[config.mk]
export PLATFORM = sky130hd
export DESIGN_NAME = ahb_lite_seven_seg
export DESIGN_NICKNAME = d
export VERILOG_FILES = /design/src/rtl/ahb_lite_seven_seg.sv
export SDC_FILE = /design/constraint.sdc
export NUM_CORES = 1
export LEC_CHECK = 0
export CAP_MARGIN = 20
export CORE_ASPECT_RATIO = 0.7
export CORE_MARGIN = 5
export CORE_UTILIZATION = 44
export CTS_CLUSTER_DIAMETER = 100
export DETAILED_ROUTE_END_ITERATION = 6
export PLACE_DENSITY = 0.81
export SYNTH_ARGS = -nofsm -noshare
export SYNTH_HDL_FRONTEND = slang
export SYNTH_SLANG_ARGS = --single-unit
[constraint.sdc]
create_clock -name HCLK -period 2.5 [get_ports HCLK]
set_clock_uncertainty 0.15 [all_clocks]
set_input_delay 0.625 -clock HCLK [delete_from_list [all_inputs] [get_ports HCLK]]
set_output_delay 0.625 -clock HCLK [all_outputs]
set_load 0.05 [all_outputs]
[src/rtl/ahb_lite_seven_seg.sv]
`default_nettype none
// +---------------------------------------------------------------------------+
// | Module   : ahb_lite_seven_seg                                             |
// | Function : AHB-Lite slave driving a multiplexed 4-digit 7-segment display |
// | Revision : 1.0 - initial release                                          |
// +---------------------------------------------------------------------------+
module ahb_lite_seven_seg #(
    parameter int SCAN_CYCLES = 100000,
    parameter int CNT_W       = 20
) (
    input  logic        HCLK,
    input  logic        HRESETn,
    input  logic        HSEL,
    input  logic [31:0] HADDR,
    input  logic [1:0]  HTRANS,
    input  logic        HWRITE,
    input  logic        HREADY,
    input  logic [31:0] HWDATA,
    output logic [31:0] HRDATA,
    output logic        HREADYOUT,
    output logic        HRESP,
    output logic [7:0]  seg,
    output logic [3:0]  an
);

    localparam logic [CNT_W-1:0] c_CNT_MAX   = CNT_W'(SCAN_CYCLES - 1);
    localparam logic [1:0]       c_ADDR_HEX  = 2'd0;
    localparam logic [1:0]       c_ADDR_CTRL = 2'd1;

    logic             r_valid;
    logic             r_write;
    logic [1:0]       r_addr;
    logic [15:0]      r_hex;
    logic [3:0]       r_en;
    logic [3:0]       r_dp;
    logic [CNT_W-1:0] r_cnt;
    logic [1:0]       r_idx;
    logic [7:0]       r_seg;
    logic [3:0]       r_an;

    logic             w_accept;
    logic             w_wr_en;
    logic [3:0]       w_nib;
    logic [6:0]       w_seg7;
    logic             w_unused;

    assign w_accept = HSEL & HREADY & HTRANS[1];
    assign w_wr_en  = r_valid & r_write;
    assign w_nib    = r_hex[{r_idx, 2'b00} +: 4];
    assign w_unused = ^{HADDR[31:4], HADDR[1:0], HTRANS[0], HWDATA[31:16]};

    // Address phase capture and data-phase register write
    always_ff @(posedge HCLK) begin
        if (!HRESETn) begin
            r_valid <= 1'b0;
            r_write <= 1'b0;
            r_addr  <= 2'd0;
            r_hex   <= 16'h0000;
            r_en    <= 4'hF;
            r_dp    <= 4'h0;
        end else begin
            if (w_accept) begin
                r_valid <= 1'b1;
                r_write <= HWRITE;
                r_addr  <= HADDR[3:2];
            end else if (HREADY) begin
                r_valid <= 1'b0;
            end
            if (w_wr_en) begin
                case (r_addr)
                    c_ADDR_HEX:  r_hex        <= HWDATA[15:0];
                    c_ADDR_CTRL: {r_dp, r_en} <= HWDATA[7:0];
                    default:     ;
                endcase
            end
        end
    end

    always_comb begin
        HRDATA = 32'h0000_0000;
        if (r_valid && !r_write) begin
            case (r_addr)
                c_ADDR_HEX:  HRDATA = {16'h0000, r_hex};
                c_ADDR_CTRL: HRDATA = {24'h000000, r_dp, r_en};
                default:     HRDATA = 32'h0000_0000;
            endcase
        end
    end

    assign HREADYOUT = 1'b1;
    assign HRESP     = 1'b0;

    // Free-running digit scan, independent of bus traffic
    always_ff @(posedge HCLK) begin
        if (!HRESETn) begin
            r_cnt <= '0;
            r_idx <= 2'd0;
        end else if (r_cnt == c_CNT_MAX) begin
            r_cnt <= '0;
            r_idx <= r_idx + 2'd1;
        end else begin
            r_cnt <= r_cnt + 1'b1;
        end
    end

    always_comb begin
        w_seg7 = 7'b1111111;
        case (w_nib)
            4'h0: w_seg7 = 7'b1000000;
            4'h1: w_seg7 = 7'b1111001;
            4'h2: w_seg7 = 7'b0100100;
            4'h3: w_seg7 = 7'b0110000;
            4'h4: w_seg7 = 7'b0011001;
            4'h5: w_seg7 = 7'b0010010;
            4'h6: w_seg7 = 7'b0000010;
            4'h7: w_seg7 = 7'b1111000;
            4'h8: w_seg7 = 7'b0000000;
            4'h9: w_seg7 = 7'b0010000;
            4'hA: w_seg7 = 7'b0001000;
            4'hB: w_seg7 = 7'b0000011;
            4'hC: w_seg7 = 7'b1000110;
            4'hD: w_seg7 = 7'b0100001;
            4'hE: w_seg7 = 7'b0000110;
            4'hF: w_seg7 = 7'b0001110;
            default: w_seg7 = 7'b1111111;
        endcase
    end

    // A disabled digit keeps its slot but leaves all anodes off
    always_ff @(posedge HCLK) begin
        if (!HRESETn) begin
            r_seg <= 8'hFF;
            r_an  <= 4'hF;
        end else begin
            r_seg <= {~r_dp[r_idx], w_seg7};
            r_an  <= ~({3'b000, r_en[r_idx]} << r_idx);
        end
    end

    assign seg = r_seg;
    assign an  = r_an;

endmodule
`default_nettype wire

Word-level counts from Yosys, hierarchy flattened

Memory sizes are Yosys's and may differ from the RTL's. A register that Yosys moved wholly into a read port is not among the register bits.
Index checks and enable logic that the tools add are counted.

$lt $le $gt $ge: 1
Equality and inequality tests: 2
Shift-type cells: 2
Muxes and demuxes: 8
Bitwise gates (word level): 6
$add $sub $neg: 2
Reductions and logical operators: 8

Operators with widths:

| operator                                                                     | count |
|---|---|
| 16-bit one-hot mux with 2 select lines                                       | 1 |
| 20-bit by 1-bit adder with 20-bit output, second input constant              | 1 |
| 20-bit by 17-bit == test with 1-bit output, second input constant            | 1 |
| 16-bit 2-to-1 mux                                                            | 1 |
| 16-bit by 5-bit variable part select with 4-bit output                       | 1 |
| 1-bit binary-select mux with 2-bit select                                    | 2 |
| 1-bit 2-to-1 mux                                                             | 4 |
| 4-bit inverter                                                               | 1 |
| 2-bit AND reduction                                                          | 2 |
| 1-bit by 2-bit left shift with 4-bit output                                  | 1 |
| 1-bit AND                                                                    | 3 |
| 2-bit by 3-bit less-than comparator with 1-bit output, second input constant | 1 |
| 2-bit by 1-bit adder with 2-bit output, second input constant                | 1 |
| 2-bit by 1-bit == test with 1-bit output, second input constant              | 1 |
| 1-bit logical NOT                                                            | 2 |
| 2-bit logical NOT                                                            | 1 |
| 1-bit inverter                                                               | 2 |
| 2-bit nonzero test                                                           | 1 |
| 2-bit OR reduction                                                           | 1 |
| 1-bit logical AND                                                            | 1 |

Memory bits (read-only): 112
Memories kept: 1
Bits in registers: 62
Output and inout port bits: 46
Word-level logic and storage cells: 40
Input port bits: 71

Memories:

| name            | words | width | read ports | clocked after memory_dff | write ports | line | RTL |
|---|---|---|---|---|---|---|---|
| (no name shown) | 16    | 7     | 1          | 1                        | 0           | 108  | `case (w_nib)` |

Longest topological paths before layout

Gate-level depths: netlist (run 1).

Word-level depth: 4
Mapped depth: 7
Depth with buffers taken out: 6

Worst setup path after synthesis (run 1)

Ideal clock, no wire load.

Kind: register -> output
Start: register r_valid
End: output port HRDATA[10]
Arrival: 1621 ps
Slack: 104 ps
Required time: 1725 ps
Path buffers: 1
Cell stages (with the launch flop): 5
Cell sequence: dfxtp_1 > or3b_2 > clkbuf_1 > nor2_1 > and2_1

Word-level cells in the longest chain between the ends: 2

RTL lines:

| element                | line | RTL |
|---|---|---|
| start, declared        | 30   | `logic r_valid;` |
| start signal, assigned | 55   | `r_valid <= 1'b0;` |
| start signal, assigned | 63   | `r_valid <= 1'b1;` |
| start signal, assigned | 67   | `r_valid <= 1'b0;` |
| 1-bit logical AND      | 81   | `if (r_valid && !r_write) begin` |
| 16-bit 2-to-1 mux      | 81   |  |
| end, declared          | 19   | `output logic [31:0] HRDATA,` |

Every way passes these cells.

Worst setup path after layout (run 1)

Start: register r_valid
End: output port HRDATA[8]

Same word-level chain as after synthesis.

==> impl_metrics.env, run 1 <==
export IMPL_timing_critical_path_slowest_cell_delay_ns=0.40
export IMPL_num_io_pins=117
export IMPL_clockRootBuffer="clkbuf_8"
export IMPL_io_buffers=51
export IMPL_grt_pass1_vias=2388
export IMPL_vias=2500
export IMPL_dieArea_um2=8469
export IMPL_fmax_mhz=411.2
export IMPL_setup_ws_ns=0.06824
export IMPL_leakage_nw=1.400
export IMPL_worstPathMaxFanout=8
export IMPL_rsz0062_at_grt="yes"
export IMPL_setup_viol=0
export IMPL_hp_class="flop to flop"
export IMPL_dr_first_iter_drc_count=157
export IMPL_fin_crit_sh_pct=97.27
export IMPL_status="finished clean"
export IMPL_first_pass_iters=4
export IMPL_min_period_ns=2.432
export IMPL_syn_area_um2=2950
export IMPL_cap_violations=0
export IMPL_start_kind="flop"
export IMPL_routed_wl_um=6992
export IMPL_antenna_found_initial=0
export IMPL_place_congestion=0.8524
export IMPL_wire_per_inst_um=14.01
export IMPL_vdd_drop_max_mv=0.2620
export IMPL_num_fill_cells=586
export IMPL_syn_inst=346
export IMPL_final_cell_mix="62 x nand2_1, 60 x dfxtp_1, 35 x clkdlybuf4s50_1, 30 x a21oi_1, 23 x nor2_1"
export IMPL_cp_required_ns=1.73
export IMPL_cp_data_arrival_time_ns=1.66
export IMPL_cts_buffer_depth=2
export IMPL_slew_violations=0
export IMPL_ys_warn_count=0
export IMPL_final_common_cell="nand2_1"
export IMPL_die_y_um=78.51
export IMPL_crit_family="simple AND/OR/NAND/NOR gates"
export IMPL_ys_seq_area_share_pct=42.07
export IMPL_avgSynthCellArea_um2=8.527
export IMPL_die_x_um=107.9
export IMPL_grt_ovfl_total=0
export IMPL_syn_to_final_growth_pct=32.70
export IMPL_synth_seq_cells=62
export IMPL_numClockSinks=62
export IMPL_cts_made_buffers=9
export IMPL_worst_hold_slack_ns=0.2693
export IMPL_nets=478
export IMPL_cp_num_buf_inv=1
export IMPL_clkTransAtPathRegs_ns=0.07
export IMPL_cpMaxStageDelayCell="or3b_4"
export IMPL_vias_per_cell=5.010
export IMPL_clkLatencyLatePin_ns=0.34
export IMPL_hold_viol=0
export IMPL_row_count=25
export IMPL_cts_tree="built"
export IMPL_place_ws_ns=0.1652
export IMPL_hpwl_um=5115
export IMPL_grt_use_total_pct=17.12
export IMPL_grt_max_degree=26
export IMPL_core_um2=6631
export IMPL_regArea_um2=1244
export IMPL_p_per_area_nw_per_um2=517.5
export IMPL_synth_cell_types=39
export IMPL_path_cells="or3b_4 -> nor2_4 -> and2_4 -> buf_12"
export IMPL_slew_headroom_pct=56.24
export IMPL_diodes=0
export IMPL_drtAntennaViolNets=0
export IMPL_path_class="flop to primary output"
export IMPL_drive_gt1_share_pct=18.27
export IMPL_initial_core_util_pct=44.49
export IMPL_end_kind="primary output"
export IMPL_drcViolationCount=0
export IMPL_multi_input_area_um2=1592
export IMPL_h_tree_depth=3
export IMPL_grt_first_pass_wirelength_um=11440
export IMPL_tightest_slew_ns=0.6503
[path summary, 6_finish.rpt]
| check | startpoint | to | slack [ns] | depth (start not counted) |
|---|---|---|---|---|
| worst max register to register | r_idx[0] | seg[3] | 0.21 | 5 |
| worst min register to register | r_en[0] | an[0] | 0.27 | 1 |
| worst min-delay path | r_en[0] | an[0] | 0.27 | 1 |
| worst max-delay path | r_valid | HRDATA[8] | 0.07 | 4 |
[cell usage after synthesis]
cell	number	area, um^2
a21oi_1	30	150.1
a31o_2	1	8.760
and2_1	9	56.30
and4_1	4	35.03
buf_1	1	3.750
buf_2	1	5.000
buf_4	18	135.1
buf_6	1	11.26
clkbuf_1	11	41.29
clkinv_1	1	3.750
conb_1	2	7.510
dfxtp_1	62	1241
ha_1	7	87.58
inv_1	10	37.54
mux2_2	3	33.78
mux2i_1	12	120.1
mux4_2	5	112.6
nand2_1	62	232.7
nand2b_1	3	18.77
nand3_1	13	65.06
nand3_2	1	10.01
nand3b_1	1	7.510
nand4_1	5	31.28
nand4_4	1	21.27
nor2_1	32	120.1
nor3_1	3	15.01
nor4_1	5	31.28
o211a_1	1	10.01
o211ai_1	3	22.52
o21ai_0	9	45.04
o221ai_1	2	17.52
o2bb2ai_1	1	8.760
o311ai_0	1	8.760
or2_2	3	18.77
or3_1	8	50.05
or3b_2	1	8.760
or4_4	1	11.26
xnor2_1	7	61.31
xor2_1	5	43.79
[registers in the layout, indices dropped and copies added, names as in the netlist]
register / cells
an: 4
r_hex: 16
r_addr: 2
r_en: 4
r_valid: 1
r_cnt: 20
r_idx: 2
seg: 8
r_write: 1
r_dp: 4
[worst register-to-register path: stages (launching register included)]
cell	delay, ns
dfxtp_1	0.56
mux4_2	0.64
ha_1	0.29
or2_2	0.32
a21oi_1	0.13
o21ai_0	0.09
[logic make-up (layout without fill, tap and decap cells)]
family	Yosys count	in the layout	share of synthesized area (%)
xor gates and xnor gates	12	12	3.562
other	2	18	0.2545
adders and majority gates	7	7	2.968
AOI/OAI and AO/OA	48	48	9.203
muxes	20	20	9.033
and+or+nand+nor	152	152	24.85
buffers and inverters	43	86	8.057
DFF	62	62	42.07
[what timing repair did]
action,CTS,global route
resized for setup,16,8
pin swaps,0,3
endpoints found under the setup margin,16,16
hold buffers,0,0
setup buffers,0,1
[routing by layer]
metal,track usage (%),wire (um),up-vias
met5,0,0,-
met4,7.314,87,0
met3,4.191,479,9
met2,25.87,3133,88
met1,23.20,3291,1158
li1,-,-,1245
[cell type report]
cell class                 instances  share of cell area (%)
multi-input combinational        257                   40.65
sequential                        62                   31.77
timing repair buffer              59                   18.76
clock buffer                      13                   4.314
tap                               94                   3.004
inverter                          11                   1.055
clock inverter                     3                  0.4474
[report_power, final]
part | total, mW | internal (mW) | switching [mW]
clock | 0.822 | 0.438 | 0.384
sequential | 1.01 | 1.00 | 0.00885
combinational | 0.194 | 0.0639 | 0.130
[through the flow]
stage / std cells / cell area [um^2] / power (mW) / setup TNS (ns) / utilization [%]
floorplan: 362 / 3010 / 1.173 / 0 / -
finish: 499 / 3915 / 2.026 / 0 / 59.04
global placement: 482 / 3655 / 1.217 / 0 / 55.11
CTS: 498 / 3890 / 2.041 / -0.1639 / 58.66
global route: 499 / 3915 / 2.097 / -0.01246 / 59.04
detailed placement: 482 / 3655 / 1.219 / 0 / 55.11
(Power assumes the default switching activity.)
==> inputs of run 2 (changes only) <==
Settings changed: CORE_UTILIZATION 44 to 40, PLACE_DENSITY 0.81 to 0.75, SLEW_MARGIN set to 40.
==> run 2 against run 1 <==
Setup slack gained 0.016 ns. First-iteration DRC count shrank 12%. Global-route usage shrank 1.9 points. Cell area grew 0.67%. Via count shrank 1.0%. Total power grew 7.8%. Die area grew 8.9%. Sequential power is essentially flat. Count of clock-buffer cells in the layout shrank 2. Flip-flop and latch count is the same. Critical path depth is the same. Critical path type unchanged. Largest cell class unchanged. Highest routed layer unchanged.
==> impl_metrics.env, run 2 (synthesized netlist as in run 1, its figures left out) <==
export IMPL_grt_use_total_pct=15.19
export IMPL_fin_crit_sh_pct=96.65
export IMPL_cts_made_buffers=9
export IMPL_num_io_pins=117
export IMPL_hp_class="flop to flop"
export IMPL_syn_to_final_growth_pct=33.59
export IMPL_tightest_slew_ns=0.7145
export IMPL_multi_input_area_um2=1609
export IMPL_drcViolationCount=0
export IMPL_clkPwrFrac_pct=44.9
export IMPL_rsz0062_at_grt="no"
export IMPL_postCtsSetupRepairBufs=0
export IMPL_num_fill_cells=651
export IMPL_nets=474
export IMPL_clockRootBuffer="clkbuf_8"
export IMPL_numClockSinks=62
export IMPL_dp_cells=483
export IMPL_setup_viol=0
export IMPL_largest_reg_flops=20
export IMPL_min_period_ns=2.416
export IMPL_timing_critical_path_slowest_cell_delay_ns=0.41
export IMPL_drtAntennaViolNets=0
export IMPL_clkLatencyLatePin_ns=0.34
export IMPL_crit_family="simple AND/OR/NAND/NOR gates"
export IMPL_first_pass_iters=4
export IMPL_cap_violations=0
export IMPL_cts_hold_buffers_added=0
export IMPL_row_count=26
export IMPL_cpMaxStageDelayCell="or3b_4"
export IMPL_grt_first_pass_wirelength_um=11060
export IMPL_hpwl_um=5207
export IMPL_instances_no_fill=498
export IMPL_cts_tree="built"
export IMPL_diodes=0
export IMPL_end_kind="primary output"
export IMPL_fmax_mhz=413.9
export IMPL_grt_ovfl_total=0
export IMPL_core_um2=7254
export IMPL_seqPwrFrac_pct=46.4
export IMPL_routed_wl_um=7053
export IMPL_cp_required_ns=1.73
export IMPL_drive_gt1_share_pct=17.50
export IMPL_p_comb_share_pct=8.7
export IMPL_vdd_drop_max_mv=0.3444
export IMPL_h_tree_depth=3
export IMPL_path_cells="or3b_4 -> nor2_4 -> and2_4 -> buf_12"
export IMPL_grt_pass1_vias=2282
export IMPL_dr_first_iter_drc_count=138
export IMPL_initial_core_util_pct=40.67
export IMPL_p_sw_uw=514.4
export IMPL_setup_ws_ns=0.08384
export IMPL_fin_setup_tns_ns=0
export IMPL_clkTransAtPathRegs_ns=0.07
export IMPL_vias=2475
export IMPL_cts_buffer_depth=2
export IMPL_swShare_pct=23.55
export IMPL_final_common_cell="nand2_1"
export IMPL_antenna_found_initial=0
export IMPL_p_int_mw=1.669
export IMPL_cp_num_buf_inv=1
export IMPL_vias_per_cell=4.970
export IMPL_grt_max_degree=26
export IMPL_worstPathMaxFanout=8
export IMPL_regArea_um2=1242
export IMPL_place_ws_ns=0.1907
export IMPL_die_x_um=112.7
export IMPL_status="finished clean"
export IMPL_die_y_um=81.86
export IMPL_top_register="r_cnt"
export IMPL_hold_viol=0
export IMPL_p_per_area_nw_per_um2=554.1
export IMPL_cp_data_arrival_time_ns=1.64
export IMPL_final_cell_mix="62 x nand2_1, 61 x dfxtp_1, 35 x clkdlybuf4s50_1, 30 x a21oi_1, 22 x nor2_1"
export IMPL_path_class="flop to primary output"
export IMPL_place_congestion=0.7854
export IMPL_io_buffers=51
export IMPL_slew_headroom_pct=51.93
export IMPL_slew_violations=0
export IMPL_start_kind="flop"
export IMPL_leakage_nw=1.398
export IMPL_wire_per_inst_um=14.16
export IMPL_dieArea_um2=9221
-- run 2: cell count changes in the layout (fill, tap and decap cells not counted), sizes merged --
cell      change
clkbuf        -2
buf           -4
bufinv        +2
clkinvlp      -1
-- run 2: path summary, 6_finish.rpt --
check | start | end | slack (ns) | depth (start not counted)
max | r_valid | HRDATA[14] | 0.08 | 4
min | r_en[3] | an[3] | 0.28 | 1
max reg2reg | r_idx[0] | seg[3] | 0.18 | 5
min reg2reg | r_en[3] | an[3] | 0.28 | 1
-- run 2: metal layers --
layer	GRT usage, %	share of wire (%)	wire [um]	vias up
li1	-	-	-	1240
met1	20.33	46	3236	1144
met2	23.64	45	3139	83
met3	4.934	8.3	582	8
met4	4.202	1.3	95	0
met5	0	0	0	-
-- run 2: repair_timing --
item                       4_1_cts  5_1_grt
pin swaps                        0        1
gates resized for setup          9       17
hold endpoints to repair         0        0
setup endpoints to repair       15       16
-- run 2: layout make-up --
class	count	share of cell area (%)
multi-input cells	257	40.83
clock inverters	4	1.778
clock buffers	11	3.841
well taps	98	3.111
inverters	11	1.048
flip-flops and latches	62	31.52
repair buffers	55	17.87
-- run 2: through the flow --
| step | instance area [um^2] | util [%] | hold WS [ns] | total power, mW |
|---|---|---|---|---|
| 2_1_floorplan | 3010 | - | 0.2307 | 1.173 |
| 3_3_place_gp | 3637 | 50.14 | 0.2576 | 1.216 |
| 3_5_place_dp | 3640 | 50.17 | 0.2620 | 1.218 |
| 4_1_cts | 3886 | 53.57 | 0.2771 | 2.197 |
| 5_1_grt | 3941 | 54.33 | 0.2935 | 2.268 |
| 6_report | 3941 | 54.33 | 0.2776 | 2.184 |
-- run 2: power by group through the flow --
stage	sequential [mW]	clock, mW	combinational, mW
floorplan	1.05	0	0.120
global placement	1.03	0	0.183
detailed placement	1.03	0	0.183
CTS	1.01	0.999	0.186
global route	1.01	1.06	0.199
finish	1.01	0.981	0.190
==> inputs of run 3 (changes only) <==
Settings changed: CAP_MARGIN 20 to 25, RECOVER_POWER set to 50.
==> run 3 against run 2 <==
Count of clock-buffer cells in the layout is the same. Routed wire length grew 0.20%. Critical path depth unchanged. Total power hardly changed. Setup slack improved by 0.0035 ns. Sequential power barely moved. Register-to-register slack about the same. Critical path type unchanged. Clock power barely moved. Highest routed layer unchanged. Core utilization is 0.069 points lower. Global-route usage unchanged. Hold slack got worse by 0.0027 ns.
==> impl_metrics.env, run 3 (synthesized netlist as in run 1, its figures left out) <==
export IMPL_wire_per_inst_um=14.19
export IMPL_drtAntennaViolNets=0
export IMPL_seqPwrFrac_pct=46.4
export IMPL_rsz0062_at_grt="no"
export IMPL_timing_critical_path_slowest_cell_delay_ns=0.41
export IMPL_slew_violations=0
export IMPL_whs_endpoint="an[3]"
export IMPL_drcViolationCount=0
export IMPL_cp_required_ns=1.73
export IMPL_hold_start="r_en[3]"
export IMPL_grt_max_degree=26
export IMPL_clockRootBuffer="clkbuf_8"
export IMPL_p_int_mw=1.668
export IMPL_drive_gt1_share_pct=17.50
export IMPL_grt_first_pass_wirelength_um=11060
export IMPL_path_cells="or3b_4 -> nor2_4 -> and2_4 -> buf_12"
export IMPL_die_y_um=81.86
export IMPL_end_kind="primary output"
export IMPL_largest_reg_flops=20
export IMPL_cap_violations=0
export IMPL_num_io_pins=117
export IMPL_fin_crit_sh_pct=96.50
export IMPL_cts_made_buffers=9
export IMPL_clkTransAtPathRegs_ns=0.07
export IMPL_p_per_area_nw_per_um2=554.7
export IMPL_final_common_cell="nand2_1"
export IMPL_cts_tree="built"
export IMPL_antenna_found_initial=0
export IMPL_cpMaxStageDelayCell="or3b_4"
export IMPL_vias=2491
export IMPL_r2r_cells=5
export IMPL_first_pass_iters=4
export IMPL_swShare_pct=23.61
export IMPL_dieArea_um2=9221
export IMPL_diodes=0
export IMPL_hp_class="flop to flop"
export IMPL_nets=474
export IMPL_crit_family="simple AND/OR/NAND/NOR gates"
export IMPL_vdd_drop_max_mv=0.3444
export IMPL_rr_endpoint="seg[3]"
export IMPL_met3_usage_pct=4.934
export IMPL_cts_hold_buffers_added=0
export IMPL_clkLatencyLatePin_ns=0.34
export IMPL_worstPathMaxFanout=8
export IMPL_met2_usage_pct=23.64
export IMPL_place_congestion=0.7854
export IMPL_setup_viol=0
export IMPL_vias_per_cell=5.002
export IMPL_hpwl_um=5207
export IMPL_leakage_nw=1.396
export IMPL_p_comb_share_pct=8.6
export IMPL_grt_pass1_vias=2282
export IMPL_die_x_um=112.7
export IMPL_grt_use_total_pct=15.19
export IMPL_routed_wl_um=7067
export IMPL_dpl_cell_area_um2=3640
export IMPL_fin_setup_tns_ns=0
export IMPL_status="finished clean"
export IMPL_ff2ff_setup_slack_ns=0.17
export IMPL_fmax_mhz=414.5
export IMPL_core_um2=7254
export IMPL_clkPwrFrac_pct=45.0
export IMPL_grt_use_met1_pct=20.33
export IMPL_numClockSinks=62
export IMPL_postCtsSetupRepairBufs=0
export IMPL_fin_area_um2=3936
export IMPL_row_count=26
export IMPL_top_register="r_cnt"
export IMPL_cts_buffer_depth=2
export IMPL_io_buffers=51
export IMPL_hold_depth=1
export IMPL_tightest_slew_ns=0.6959
export IMPL_min_period_ns=2.413
export IMPL_p_sw_uw=515.5
export IMPL_initial_core_util_pct=40.67
export IMPL_slew_headroom_pct=53.18
export IMPL_grt_ovfl_total=0
export IMPL_cp_data_arrival_time_ns=1.64
export IMPL_dr_first_iter_drc_count=131
export IMPL_syn_to_final_growth_pct=33.42
export IMPL_cp_num_buf_inv=1
export IMPL_top_usage_layer="met2"
export IMPL_h_tree_depth=3
export IMPL_path_class="flop to primary output"
export IMPL_worstReg2RegStart="r_idx[0]"
export IMPL_start_kind="flop"
export IMPL_final_cell_mix="62 x nand2_1, 61 x dfxtp_1, 34 x clkdlybuf4s50_1, 30 x a21oi_1, 22 x nor2_1"
export IMPL_hold_viol=0
-- run 3: changes by cell type in the layout (fill, tap and decap cells not counted), sizes merged --
cell	previous run	this run
dlygate4sd3	0	1
clkdlybuf4s50	35	34
clkbuf	11	13
buf	20	18
-- run 3: worst max-delay path by stage --
stage	start	endpoint	slack [ns]	cells after the start
2_1_floorplan	r_valid	HRDATA[10]	0.10	4
3_3_place_gp	r_valid	HRDATA[11]	0.21	4
3_5_place_dp	r_idx[0]	seg[3]	0.19	5
4_1_cts	r_valid	HRDATA[4]	-0.05	4
5_1_grt	r_valid	HRDATA[11]	0.01	4
6_report	r_valid	HRDATA[15]	0.09	4
-- run 3: layout make-up --
type	count	area (um^2)
clock buffer	11	151.4
clock inverter	4	70.07
fill	652	3318
inverter	11	41.29
multi-input combinational	257	1609
sequential	62	1242
tap	98	122.6
timing repair buffer	55	699.4
-- run 3: power groups by stage --
stage                     combinational [mW]  sequential, mW  clock (mW)
after floorplan                        0.120            1.05           0
after global placement                 0.183            1.03           0
after detailed placement               0.183            1.03           0
after CTS                              0.186            1.01       0.999
after global routing                   0.198            1.01        1.06
final                                  0.189            1.01       0.982
-- run 3: routing by layer --
metal | vias to the layer above | wire length, um
met1 | 1162 | 3299
met3 | 9 | 534
li1 | 1237 | -
met2 | 83 | 3156
met4 | 0 | 76
met5 | - | 0
-- run 3: timing repair --
item / 4_1_cts / 5_1_grt
setup endpoints to repair: 15 / 16
pin swaps: 0 / 1
resized for setup: 9 / 17
-- run 3: worst register-to-register path, stage by stage, from the launching register on --
cell and delay, ns:
dfxtp_1 0.56, mux4_2 0.64, ha_1 0.29, or2_2 0.32, a21oi_1 0.13, o21ai_0 0.09
-- run 3: per-stage QoR --
stage / total power, mW / utilization [%] / setup WS [ns] / hold slack [ns] / std cells
finish: 2.183 / 54.26 / 0.08739 / 0.2749 / 498
global route: 2.267 / 54.26 / 0.01404 / 0.2935 / 498
floorplan: 1.173 / - / 0.1038 / 0.2307 / 362
detailed placement: 1.218 / 50.17 / 0.1907 / 0.2620 / 483
global placement: 1.216 / 50.14 / 0.2052 / 0.2576 / 483
CTS: 2.197 / 53.57 / -0.04935 / 0.2771 / 498
